## src/rtl/serial_reduce_ctrl_if.sv

```systemverilog
// Request/result handshake bundle for serial_reduce_ctrl.
// Requester/consumer side uses the master modport; the controller uses slave.
interface serial_reduce_ctrl_if #(
  parameter int W = 20,
  parameter int C = 4
);
  localparam int NCHUNK = (W + C - 1) / C;
  localparam int CYW    = $clog2(NCHUNK + 1);

  logic           i_valid;
  logic           o_ready;
  logic [2:0]     i_op;
  logic [W-1:0]   i_data;
  logic           o_valid;
  logic           i_ready;
  logic           o_result;
  logic [CYW-1:0] o_cycles;

  modport master (
    output i_valid, i_op, i_data, i_ready,
    input  o_ready, o_valid, o_result, o_cycles
  );

  modport slave (
    input  i_valid, i_op, i_data, i_ready,
    output o_ready, o_valid, o_result, o_cycles
  );
endinterface

```

## src/rtl/serial_reduce_ctrl.sv

```systemverilog
// serial_reduce_ctrl: walks a W-bit operand C bits per cycle through a single
// reduction slice (AND/OR/XOR/XNOR/BOOL/NOT) and returns a 1-bit result.
// Optional macro SERIAL_REDUCE_EARLY_EXIT_EN: stop as soon as an AND-class
// chunk reduces to 0 or an OR-class chunk reduces to 1.
//
// state | meaning
// IDLE  | ready for a request (o_ready=1)
// RUN   | consuming one chunk per cycle, LSB chunk first
// DONE  | result presented (o_valid=1) until the consumer takes it
module serial_reduce_ctrl #(
  parameter int W = 20,
  parameter int C = 4
) (
  input  logic                 i_clk,
  input  logic                 i_rst_n,
  serial_reduce_ctrl_if.slave  bus
);
  localparam int NCHUNK = (W + C - 1) / C;
  localparam int SW     = NCHUNK * C;
  localparam int CYW    = $clog2(NCHUNK + 1);

  localparam logic [2:0] OP_AND  = 3'd0;
  localparam logic [2:0] OP_OR   = 3'd1;
  localparam logic [2:0] OP_XOR  = 3'd2;
  localparam logic [2:0] OP_XNOR = 3'd3;
  localparam logic [2:0] OP_BOOL = 3'd4;
  localparam logic [2:0] OP_NOT  = 3'd5;

  typedef enum logic [1:0] {IDLE, RUN, DONE} state_t;

  state_t         state, state_nxt;
  logic [SW-1:0]  shift_q;
  logic [2:0]     op_q;
  logic           acc_q;
  logic [CYW-1:0] count_q;
  logic           result_q;
  logic [CYW-1:0] cycles_q;

  logic           accept;
  logic           ident;
  logic [SW-1:0]  load_val;
  logic [C-1:0]   chunk;
  logic           is_and, is_or, is_xor;
  logic           red_bit;
  logic           acc_nxt;
  logic [CYW-1:0] count_nxt;
  logic           last_chunk;
  logic           early_exit;
  logic           finish;
  logic           final_result;

  assign accept = bus.i_valid && (state == IDLE);

  // Operand load value: unused high bits of the last chunk carry the identity
  // so they never change the reduction.
  always_comb begin
    ident    = (bus.i_op == OP_AND);
    load_val = {SW{ident}};
    load_val[W-1:0] = bus.i_data;
  end

  // Chunk reduction, accumulate, and termination decode for the RUN cycle.
  always_comb begin
    chunk      = shift_q[C-1:0];
    is_and     = (op_q == OP_AND);
    is_or      = (op_q == OP_OR) || (op_q == OP_BOOL) || (op_q == OP_NOT);
    is_xor     = (op_q == OP_XOR) || (op_q == OP_XNOR);
    red_bit    = is_and ? (&chunk) : (is_xor ? (^chunk) : (|chunk));
    acc_nxt    = is_and ? (acc_q & red_bit) : (is_xor ? (acc_q ^ red_bit) : (acc_q | red_bit));
    count_nxt  = count_q + CYW'(1);
    last_chunk = (count_q == CYW'(NCHUNK - 1));
`ifdef SERIAL_REDUCE_EARLY_EXIT_EN
    early_exit = (is_and && !red_bit) || (is_or && red_bit);
`else
    early_exit = 1'b0;
`endif
    finish     = last_chunk || early_exit;
    case (op_q)
      OP_AND, OP_OR, OP_XOR, OP_BOOL: final_result = acc_nxt;
      OP_XNOR, OP_NOT:                final_result = ~acc_nxt;
      default:                        final_result = 1'b0;
    endcase
  end

  // State register.
  always_ff @(posedge i_clk or negedge i_rst_n) begin
    if (!i_rst_n) state <= IDLE;
    else          state <= state_nxt;
  end

  // Next-state decode.
  always_comb begin
    state_nxt = state;
    case (state)
      IDLE:    if (bus.i_valid) state_nxt = RUN;
      RUN:     if (finish)      state_nxt = DONE;
      DONE:    if (bus.i_ready) state_nxt = IDLE;
      default:                  state_nxt = IDLE;
    endcase
  end

  // Datapath: latch request on accept, step one chunk per RUN cycle,
  // capture result and cycle count on the final chunk.
  always_ff @(posedge i_clk or negedge i_rst_n) begin
    if (!i_rst_n) begin
      shift_q  <= '0;
      op_q     <= '0;
      acc_q    <= 1'b0;
      count_q  <= '0;
      result_q <= 1'b0;
      cycles_q <= '0;
    end else if (accept) begin
      shift_q  <= load_val;
      op_q     <= bus.i_op;
      acc_q    <= ident;
      count_q  <= '0;
    end else if (state == RUN) begin
      shift_q  <= shift_q >> C;
      acc_q    <= acc_nxt;
      count_q  <= count_nxt;
      if (finish) begin
        result_q <= final_result;
        cycles_q <= count_nxt;
      end
    end
  end

  assign bus.o_ready  = (state == IDLE);
  assign bus.o_valid  = (state == DONE);
  assign bus.o_result = result_q;
  assign bus.o_cycles = cycles_q;
endmodule

```

## src/flat_wrapper.sv

```systemverilog
// flat-port wrapper written by rule: the top's interface ports become plain ports
module serial_reduce_ctrl_flat 
#(
  parameter int W = 20,
  parameter int C = 4
)
  (i_clk, i_rst_n, bus_i_valid, bus_i_op, bus_i_data, bus_i_ready, bus_o_ready, bus_o_valid, bus_o_result, bus_o_cycles);
  serial_reduce_ctrl_if #(.W(W), .C(C)) bus_i ();
  input  logic i_clk;
  input  logic i_rst_n;
  input wire logic [$bits(bus_i.i_valid)-1:0] bus_i_valid;
  input wire logic [$bits(bus_i.i_op)-1:0] bus_i_op;
  input wire logic [$bits(bus_i.i_data)-1:0] bus_i_data;
  input wire logic [$bits(bus_i.i_ready)-1:0] bus_i_ready;
  output wire logic [$bits(bus_i.o_ready)-1:0] bus_o_ready;
  output wire logic [$bits(bus_i.o_valid)-1:0] bus_o_valid;
  output wire logic [$bits(bus_i.o_result)-1:0] bus_o_result;
  output wire logic [$bits(bus_i.o_cycles)-1:0] bus_o_cycles;
  assign bus_i.i_valid = bus_i_valid;
  assign bus_i.i_op = bus_i_op;
  assign bus_i.i_data = bus_i_data;
  assign bus_i.i_ready = bus_i_ready;
  assign bus_o_ready = bus_i.o_ready;
  assign bus_o_valid = bus_i.o_valid;
  assign bus_o_result = bus_i.o_result;
  assign bus_o_cycles = bus_i.o_cycles;
  serial_reduce_ctrl #(.W(W), .C(C)) u_core (.i_clk(i_clk), .i_rst_n(i_rst_n), .bus(bus_i));
endmodule
```

## config.mk

```make
export PLATFORM = sky130hd
export DESIGN_NAME = serial_reduce_ctrl_flat
export DESIGN_NICKNAME = d
export VERILOG_FILES = /design/src/rtl/serial_reduce_ctrl_if.sv /design/src/rtl/serial_reduce_ctrl.sv /design/src/flat_wrapper.sv
export SDC_FILE = /design/constraint.sdc
export NUM_CORES = 1
export LEC_CHECK = 0
export CORE_MARGIN = 1.5
export CORE_UTILIZATION = 35
export DETAILED_ROUTE_END_ITERATION = 12
export PLACE_DENSITY = 0.56
export SETUP_SLACK_MARGIN = 0.15
export SLEW_MARGIN = 20
export SYNTH_ARGS = -nofsm -noshare
export SYNTH_HDL_FRONTEND = slang
export SYNTH_SLANG_ARGS = --single-unit
```

## constraint.sdc

```tcl
create_clock -name i_clk -period 6 [get_ports i_clk]
set_input_delay 1.2 -clock i_clk [delete_from_list [all_inputs] [get_ports i_clk]]
set_output_delay 1.2 -clock i_clk [all_outputs]
set_load 0.01 [all_outputs]
```

==> metrics.md, run 1 <==
| Metric | Value |
|---|---|
| Switching power total | `just over 400 uW` |
| Die X | `a little over 70 um` |
| DRT Wirelength | `approximately 3400 um` |
| Root buf cell | `clkbuf_8` |
| Area contributors post-synth | `dfrtp_1 (51%), nand2_1 (12%), a22oi_1 (8.3%)` |
| I/O Buffers | `32` |
| Final setup fails | `0` |
| Number of top-level pins | `33` |
| Core box area | `about 4400 um^2` |
| Post-synthesis sequential area ratio | `50.93%` |
| Commonest cells post-synth | `nand2_1 (51), dfrtp_1 (33), a22oi_1 (18)` |
| Die Y | `around 70 um` |
| Grt ovf | `0` |
| Share of cells above drive strength 1 | `approximately 7.8%` |
| WP buf/inv | `2` |
| CP Class | `reg2out` |
| Cells after synthesis | `about 170` |
| Clock sinks | `33` |
| Clk buf depth | `2` |
| Synth Warn # | `0` |
| Routability cong. | `approximately 0.76` |
| Starting Density | `36.73%` |
| Synth Flop Type | `dfrtp_1` |
| H-tree levels | `2` |
| Setup Buffers After CTS | `0` |
| Util after Layout | `between 40% and 50%` |
| Nets@finish | `roughly 240` |
| Iter 0 DRT Violations | `54` |
| Yosys top cell area share | `50.93%` |
| Worst IR Drop VDD | `~0.22 mV` |
| Critical path's slowest cell | `clkdlybuf4s50_1` |
| Number of synthesized register bits | `33` |
| Sw frac | `37.60%` |
| Crit path time final | `2.703 ns` |
| Setup_tns | `0 ns` |
| CP peak stage delay | `0.53 ns` |
| Final Skew | `between 0.007 and 0.008 ns` |
| Unrepaired setup endpoints after global routing | `false` |
| Async SR Flop Fraction | `100.0%` |
| Resized cells post-CTS | `0` |
| DRT antenna net count | `0` |
| Worst rel slew slack | `~70%` |
| Lkg Pwr | `0.0009905 uW` |
| Outcome | `finished, final reports clean` |
| Critical Path End Type | `output port` |
| Fmax | `between 0.3 and 0.4 GHz` |
| Final hold viol count | `0` |
| Hpwl dp | `about 2400 um` |
| Most frequent cell after synthesis | `nand2_1` |
| Initial antenna violation count | `0` |
| Wire per inst | `between 10 and 15 um` |
| CTS Buf Count | `5` |
| Seq pwr share | `37.2%` |
| Pins over their slew limit | `0` |
| TritonCTS clock tree | `yes` |
| Combinational power share | `around 43%` |
| Max_cap viols | `0` |
| Rows | `24` |
| Required @ worst endpoint | `around 4.8 ns` |
| P&R area growth vs syn | `29.09%` |
| Mapped Area | `about 1600 um^2` |
| Delay-heaviest family, CP | `buffers and inverters` |
| Post-synth EDFFs | `0` |
| Largest net degree at the start of global routing | `35` |
| Syn_area_per_cell | `around 9.7 um^2` |
| Vias in the first global route | `1,288` |
| Worst min path class | `reg2reg` |
| Global Route Usage Sum | `around 15%` |
| Hold buffer count at CTS | `0` |
| Worst slew pin tran | `around 0.42 ns` |
| DRC viols | `0` |
| CTS clk-pin slew, worst paths | `0.07 ns` |
| Leading area contributor after synthesis | `dfrtp_1` |
| DR vias/cell | `about 5` |
| Post-synthesis cell type count | `28` |
| Crit path max fanout | `5` |
| Diode count | `0` |
| Int Pwr | `around 670 uW` |
| Via Count | `roughly 1,300` |
| Mapped Nets | `slightly above 200` |
| First-pass GRT wire length | `roughly 6000 um` |
| DRT Pass-1 Iters | `4` |
| Clock Latency Late Sink | `~0.28 ns` |
| Crit start category | `flop` |
| DIE AREA | `approximately 5100 um^2` |
| Final Cycle Share | `45.06%` |
| Worst Path Arrival | `1.50 ns` |
| Clock power frac | `about 20%` |
| Power Density | `roughly 500 nW/um^2` |
| Cell Chain, Critical Path | `nand2b_1 > inv_1 > clkdlybuf4s50_1` |
| Total Power | `between 1000 and 1500 uW` |
## power groups by stage
| stage | combinational [uW] | clock, uW | sequential, uW |
|---|---|---|---|
| after floorplan | 351 | 0 | 389 |
| after global placement | 447 | 0 | 397 |
| after detailed placement | 466 | 0 | 402 |
| after CTS | 468 | 220 | 399 |
| after global routing | 530 | 231 | 414 |
| final | 461 | 212 | 398 |
## cell usage in the layout (no fill, tap or decap), types with 3 or more instances in the layout
master           netlist  layout
o21ai_0               10      10
clkdlybuf4s50_1        0      32
a21oi_1                3       3
inv_1                 13      13
clkbuf_8               0       6
nand2_1               51      51
dfrtp_1               33      33
ha_1                   8       8
a22oi_1               18      18
## layer usage
metal / vias to the layer above / track usage [%] / wire length (um)
met4: 0 / 5.660 / 57
met2: 28 / 23.26 / 1540
met3: 6 / 4.843 / 134
li1: 636 / - / -
met5: - / 0 / 0
met1: 614 / 21.11 / 1677
## final timing paths
path,from,to,slack (ns),depth (start not counted)
hold / removal,u_core.shift_q[4],u_core.shift_q[4],0.48,2
setup reg to reg,u_core.shift_q[0],u_core.bus.o_result,3.74,10
max in group asynchronous,i_rst_n,u_core.count_q[1],4.38,2
hold reg to reg,u_core.shift_q[4],u_core.shift_q[4],0.48,2
setup / recovery,u_core.state[0],bus_o_valid,3.30,3
min in group asynchronous,i_rst_n,u_core.bus.o_cycles[0],1.32,2
## metrics by stage
stage | hold WS, ns | worst slack (ns) | std cells | instance area (um^2)
floorplan | 0.4452 | 3.916 | 168 | 1622
global placement | 0.4603 | 3.306 | 248 | 1977
detailed placement | 0.4657 | 3.268 | 248 | 1977
CTS | 0.4828 | 3.280 | 256 | 2093
global route | 0.5215 | 3.200 | 256 | 2093
finish | 0.4816 | 3.297 | 256 | 2093
## worst min-delay path, delay by kind of cell (launching register included)
kind | cells | cell delay [ns]
and+or+nand+nor | 2 | 0.11
DFF | 1 | 0.34
## sequential cells by signal (all words and copies together), names as in the netlist
register and cells:
u_core.acc_q 1, u_core.bus.o_cycles 3, u_core.bus.o_result 1, u_core.count_q 3, u_core.op_q 3, u_core.shift_q 20, u_core.state 2
## area by class of cell
cell class	instances	area, um^2
clock inverter	1	30.03
inverter	13	48.80
timing repair buffer	34	335.3
tap	52	65.06
clock buffer	7	86.33
fill	418	2321
sequential	33	825.8
multi-input combinational	116	701.9
## logic make-up after synthesis
logic type,share of synthesized area (%)
simple gates,17.82
compound gates,15.89
flops,50.93
fa+ha+maj,6.173
mux,2.314
xor+xnor,1.080
buf+inv,5.787
No activity file was read; power rests on OpenSTA's default activity.
==> run 2, diff against run 1 <==
- PLACE_DENSITY: 0.56 -> 0.58
- clock period: 6 -> 2.3 ns (I/O delays scaled with it)
==> run 2 against run 1 <==
Sequential power increased to 2.6 times the previous value; worst setup slack worse by 3.1 ns; hold slack worse by 0.0019 ns; count of clock-buffer cells in the layout down 2; clock power up 85%; global-route usage decreased by 0.18 points; largest cell class unchanged; first-iteration DRC count increased by 30%; highest routed layer unchanged; flip-flop and latch count is the same; critical path depth grew 7; final cell count up 2.3%; die area unchanged; via count increased by 3.8%.
==> metrics.md, run 2 (synthesized netlist as in run 1, its figures left out) <==
| Metric | Value |
|---|---|
| Outcome | `finished, final reports clean` |
| CP startpoint | `u_core.shift_q[3]` |
| Initial antenna violation count | `0 (unchanged)` |
| Via Count | `1,333 (+3.8%)` |
| Fin area | `2158 um^2 (+3.1%)` |
| Number of top-level pins | `33 (unchanged)` |
| DRT antenna net count | `0 (unchanged)` |
| Final hold viol count | `0 (unchanged)` |
| Switching power total | `1162 uW (+190%)` |
| DR vias/cell | `5.088 (+1.4%)` |
| Largest net degree at the start of global routing | `34 (-2.9%)` |
| Largest Register | `u_core.shift_q` |
| Most common cell after layout, fill and taps aside | `nand2_1` |
| DRT Pass-1 Iters | `4 (unchanged)` |
| Sw frac | `40.15% (+2.6 points)` |
| Core box area | `4414 um^2 (unchanged)` |
| Clock sinks | `33 (unchanged)` |
| Reg-to-reg setup timing slack | `0.16 ns (-3.58 ns)` |
| I/O Buffers | `32 (unchanged)` |
| Required @ worst endpoint | `2.50 ns (-2.30 ns)` |
| Die Y | `71.07 um (unchanged)` |
| Max FFs per register | `20 (unchanged)` |
| Global Route Usage Sum | `15.30% (-0.18 points)` |
| Crit path time final | `between 2 and 2.5 ns` |
| Combinational power share | `50.6% (+7.6 points)` |
| Vias in the first global route | `1,295 (+0.54%)` |
| Worst rel slew slack | `71.94% (+0.25 points)` |
| CP Class | `reg2reg` |
| Wire per inst | `13.62 um (+2.3%)` |
| Unrepaired setup endpoints after global routing | `true` |
| Grt ovf | `0 (unchanged)` |
| Root buf cell | `clkbuf_8` |
| DRC viols | `0 (unchanged)` |
| Met2 usage | `24.40% (+1.1 points)` |
| Setup_tns | `0 ns (unchanged)` |
| R2R cell count | `10 (unchanged)` |
| Share of cells above drive strength 1 | `14.29% (+6.4 points)` |
| Routability cong. | `0.7545 (-0.61%)` |
| Clock power frac | `13.6% (-6.2 points)` |
| Pins over their slew limit | `0 (unchanged)` |
| Placed cell count | `249 (+0.40%)` |
| Worst Setup EP | `u_core.bus.o_result` |
| Crit start category | `flop` |
| Crit path max fanout | `2 (-3)` |
| Critical Path End Type | `flop` |
| Seq pwr share | `35.8% (-1.4 points)` |
| Iter 0 DRT Violations | `70 (+30%)` |
| Int Pwr | `1732 uW (+160%)` |
| Max_cap viols | `0 (unchanged)` |
| Clock Latency Late Sink | `0.28 ns (about the same)` |
| CTS clk-pin slew, worst paths | `0.06 ns (about the same)` |
| DIE AREA | `5050 um^2 (unchanged)` |
| Lkg Pwr | `0.001020 uW (+3.0%)` |
| H-tree levels | `2 (unchanged)` |
| Final Skew | `0.005169 ns (-0.002816 ns)` |
| Diode count | `0 (unchanged)` |
| P&R area growth vs syn | `33.10%` |
| Rows | `24 (unchanged)` |
| Final Cycle Share | `between 90% and 100%` |
| Worst r2r src | `u_core.shift_q[3]` |
| First-pass GRT wire length | `5989 um (-0.23%)` |
| Worst R2R End | `u_core.bus.o_result` |
| Met3 Usage GRT | `5.271% (+0.43 points)` |
| Worst IR Drop VDD | `0.4621 mV (+110%)` |
| Worst min path class | `reg2reg` |
| CTS Buf Count | `5 (unchanged)` |
| Met1 GRT Util | `19.20% (-1.9 points)` |
| Cell Area, Placed | `1984 um^2 (+0.38%)` |
| Fmax | `between 0.4 and 0.5 GHz` |
| Commonest non-fill, non-tap cells in the layout | `nand2_1 (51), dfrtp_1 (33), clkdlybuf4s50_1 (32), a22oi_1 (17), inv_1 (12)` |
| Worst Path Arrival | `2.33 ns (+0.83 ns)` |
| Nets@finish | `246 (+3.4%)` |
| Die X | `71.07 um (unchanged)` |
| Clk buf depth | `2 (unchanged)` |
| TritonCTS clock tree | `yes` |
| Hpwl dp | `2423 um (+1.5%)` |
| DRT Wirelength | `3568 um (+4.7%)` |
| Worst slew pin tran | `0.4210 ns (-0.003750 ns)` |
| Final setup fails | `0 (unchanged)` |
| Starting Density | `36.73% (unchanged)` |
| Top Usage Layer GRT | `met2` |
| Power Density | `1341 nW/um^2 (+160%)` |
| Layout Cells excl Fill | `262 (+2.3%)` |
-- run 2: changes by cell type in the layout (fill, tap and decap cells not counted), moves of 2 or more --
cell and change:
buf_4 +8, ha_1 -2, o21ai_0 -2, o21ai_1 +2
-- run 2: through the flow --
stage	utilization [%]	power [uW]	hold slack (ns)	setup WS (ns)
final	48.89	2894	0.4797	0.1611
after global routing	48.89	3150	0.5137	0.04492
after CTS	48.02	2812	0.4816	0.1435
after detailed placement	44.95	2278	0.4655	-0.05022
after global placement	44.95	2210	0.4592	0.1481
after floorplan	-	1929	0.1644	0.2156
-- run 2: worst min path at each step --
stage | cells past startpoint | from | end | slack (ns)
detailed placement | 2 | u_core.shift_q[8] | u_core.shift_q[8] | 0.47
floorplan | 0 | i_rst_n | u_core.acc_q | 0.16
CTS | 2 | u_core.shift_q[8] | u_core.shift_q[8] | 0.48
finish | 2 | u_core.shift_q[8] | u_core.shift_q[8] | 0.48
global placement | 2 | u_core.shift_q[8] | u_core.shift_q[8] | 0.46
global route | 2 | u_core.shift_q[7] | u_core.shift_q[7] | 0.51
-- run 2: critical path, stage by stage (launching register included) --
cell and delay [ns]:
dfrtp_1 0.38, buf_4 0.13, buf_4 0.12, ha_1 0.17, a32oi_1 0.22, and2_1 0.16, ha_2 0.19, inv_2 0.05
a21oi_2 0.14, mux2_4 0.32, o31ai_4 0.16
-- run 2: per-layer routing --
| metal | up-vias | routed length, um | share of wire, % |
|---|---|---|---|
| met3 | 7 | 206 | 5.8 |
| met1 | 645 | 1570 | 44 |
| met5 | - | 0 | 0 |
| met4 | 0 | 77 | 2.2 |
| li1 | 649 | - | - |
| met2 | 32 | 1714 | 48 |
-- run 2: layout make-up --
type	count	area (um^2)
inverters	13	48.80
clock inverters	1	5.005
flip-flops and latches	33	825.8
clock buffers	5	68.82
multi-input cells	116	749.5
fillers	397	2256
repair buffers	42	395.4
well taps	52	65.06
-- run 2: power groups by stage --
stage	Clock [uW]	Combinational [uW]	Sequential [uW]
2_1_floorplan	0	915	1010
3_3_place_gp	0	1180	1030
3_5_place_dp	0	1230	1050
4_1_cts	412	1370	1030
5_1_grt	436	1640	1070
6_report	392	1460	1040
-- run 2: timing repair --
| item | 4_1_cts | 5_1_grt |
|---|---|---|
| resized for setup | 6 | 5 |
| setup buffers | 5 | 2 |
| gates cloned | 0 | 0 |
| hold buffers | 0 | 0 |
| pin swaps | 7 | 5 |
| setup endpoints to repair | 1 | 2 |
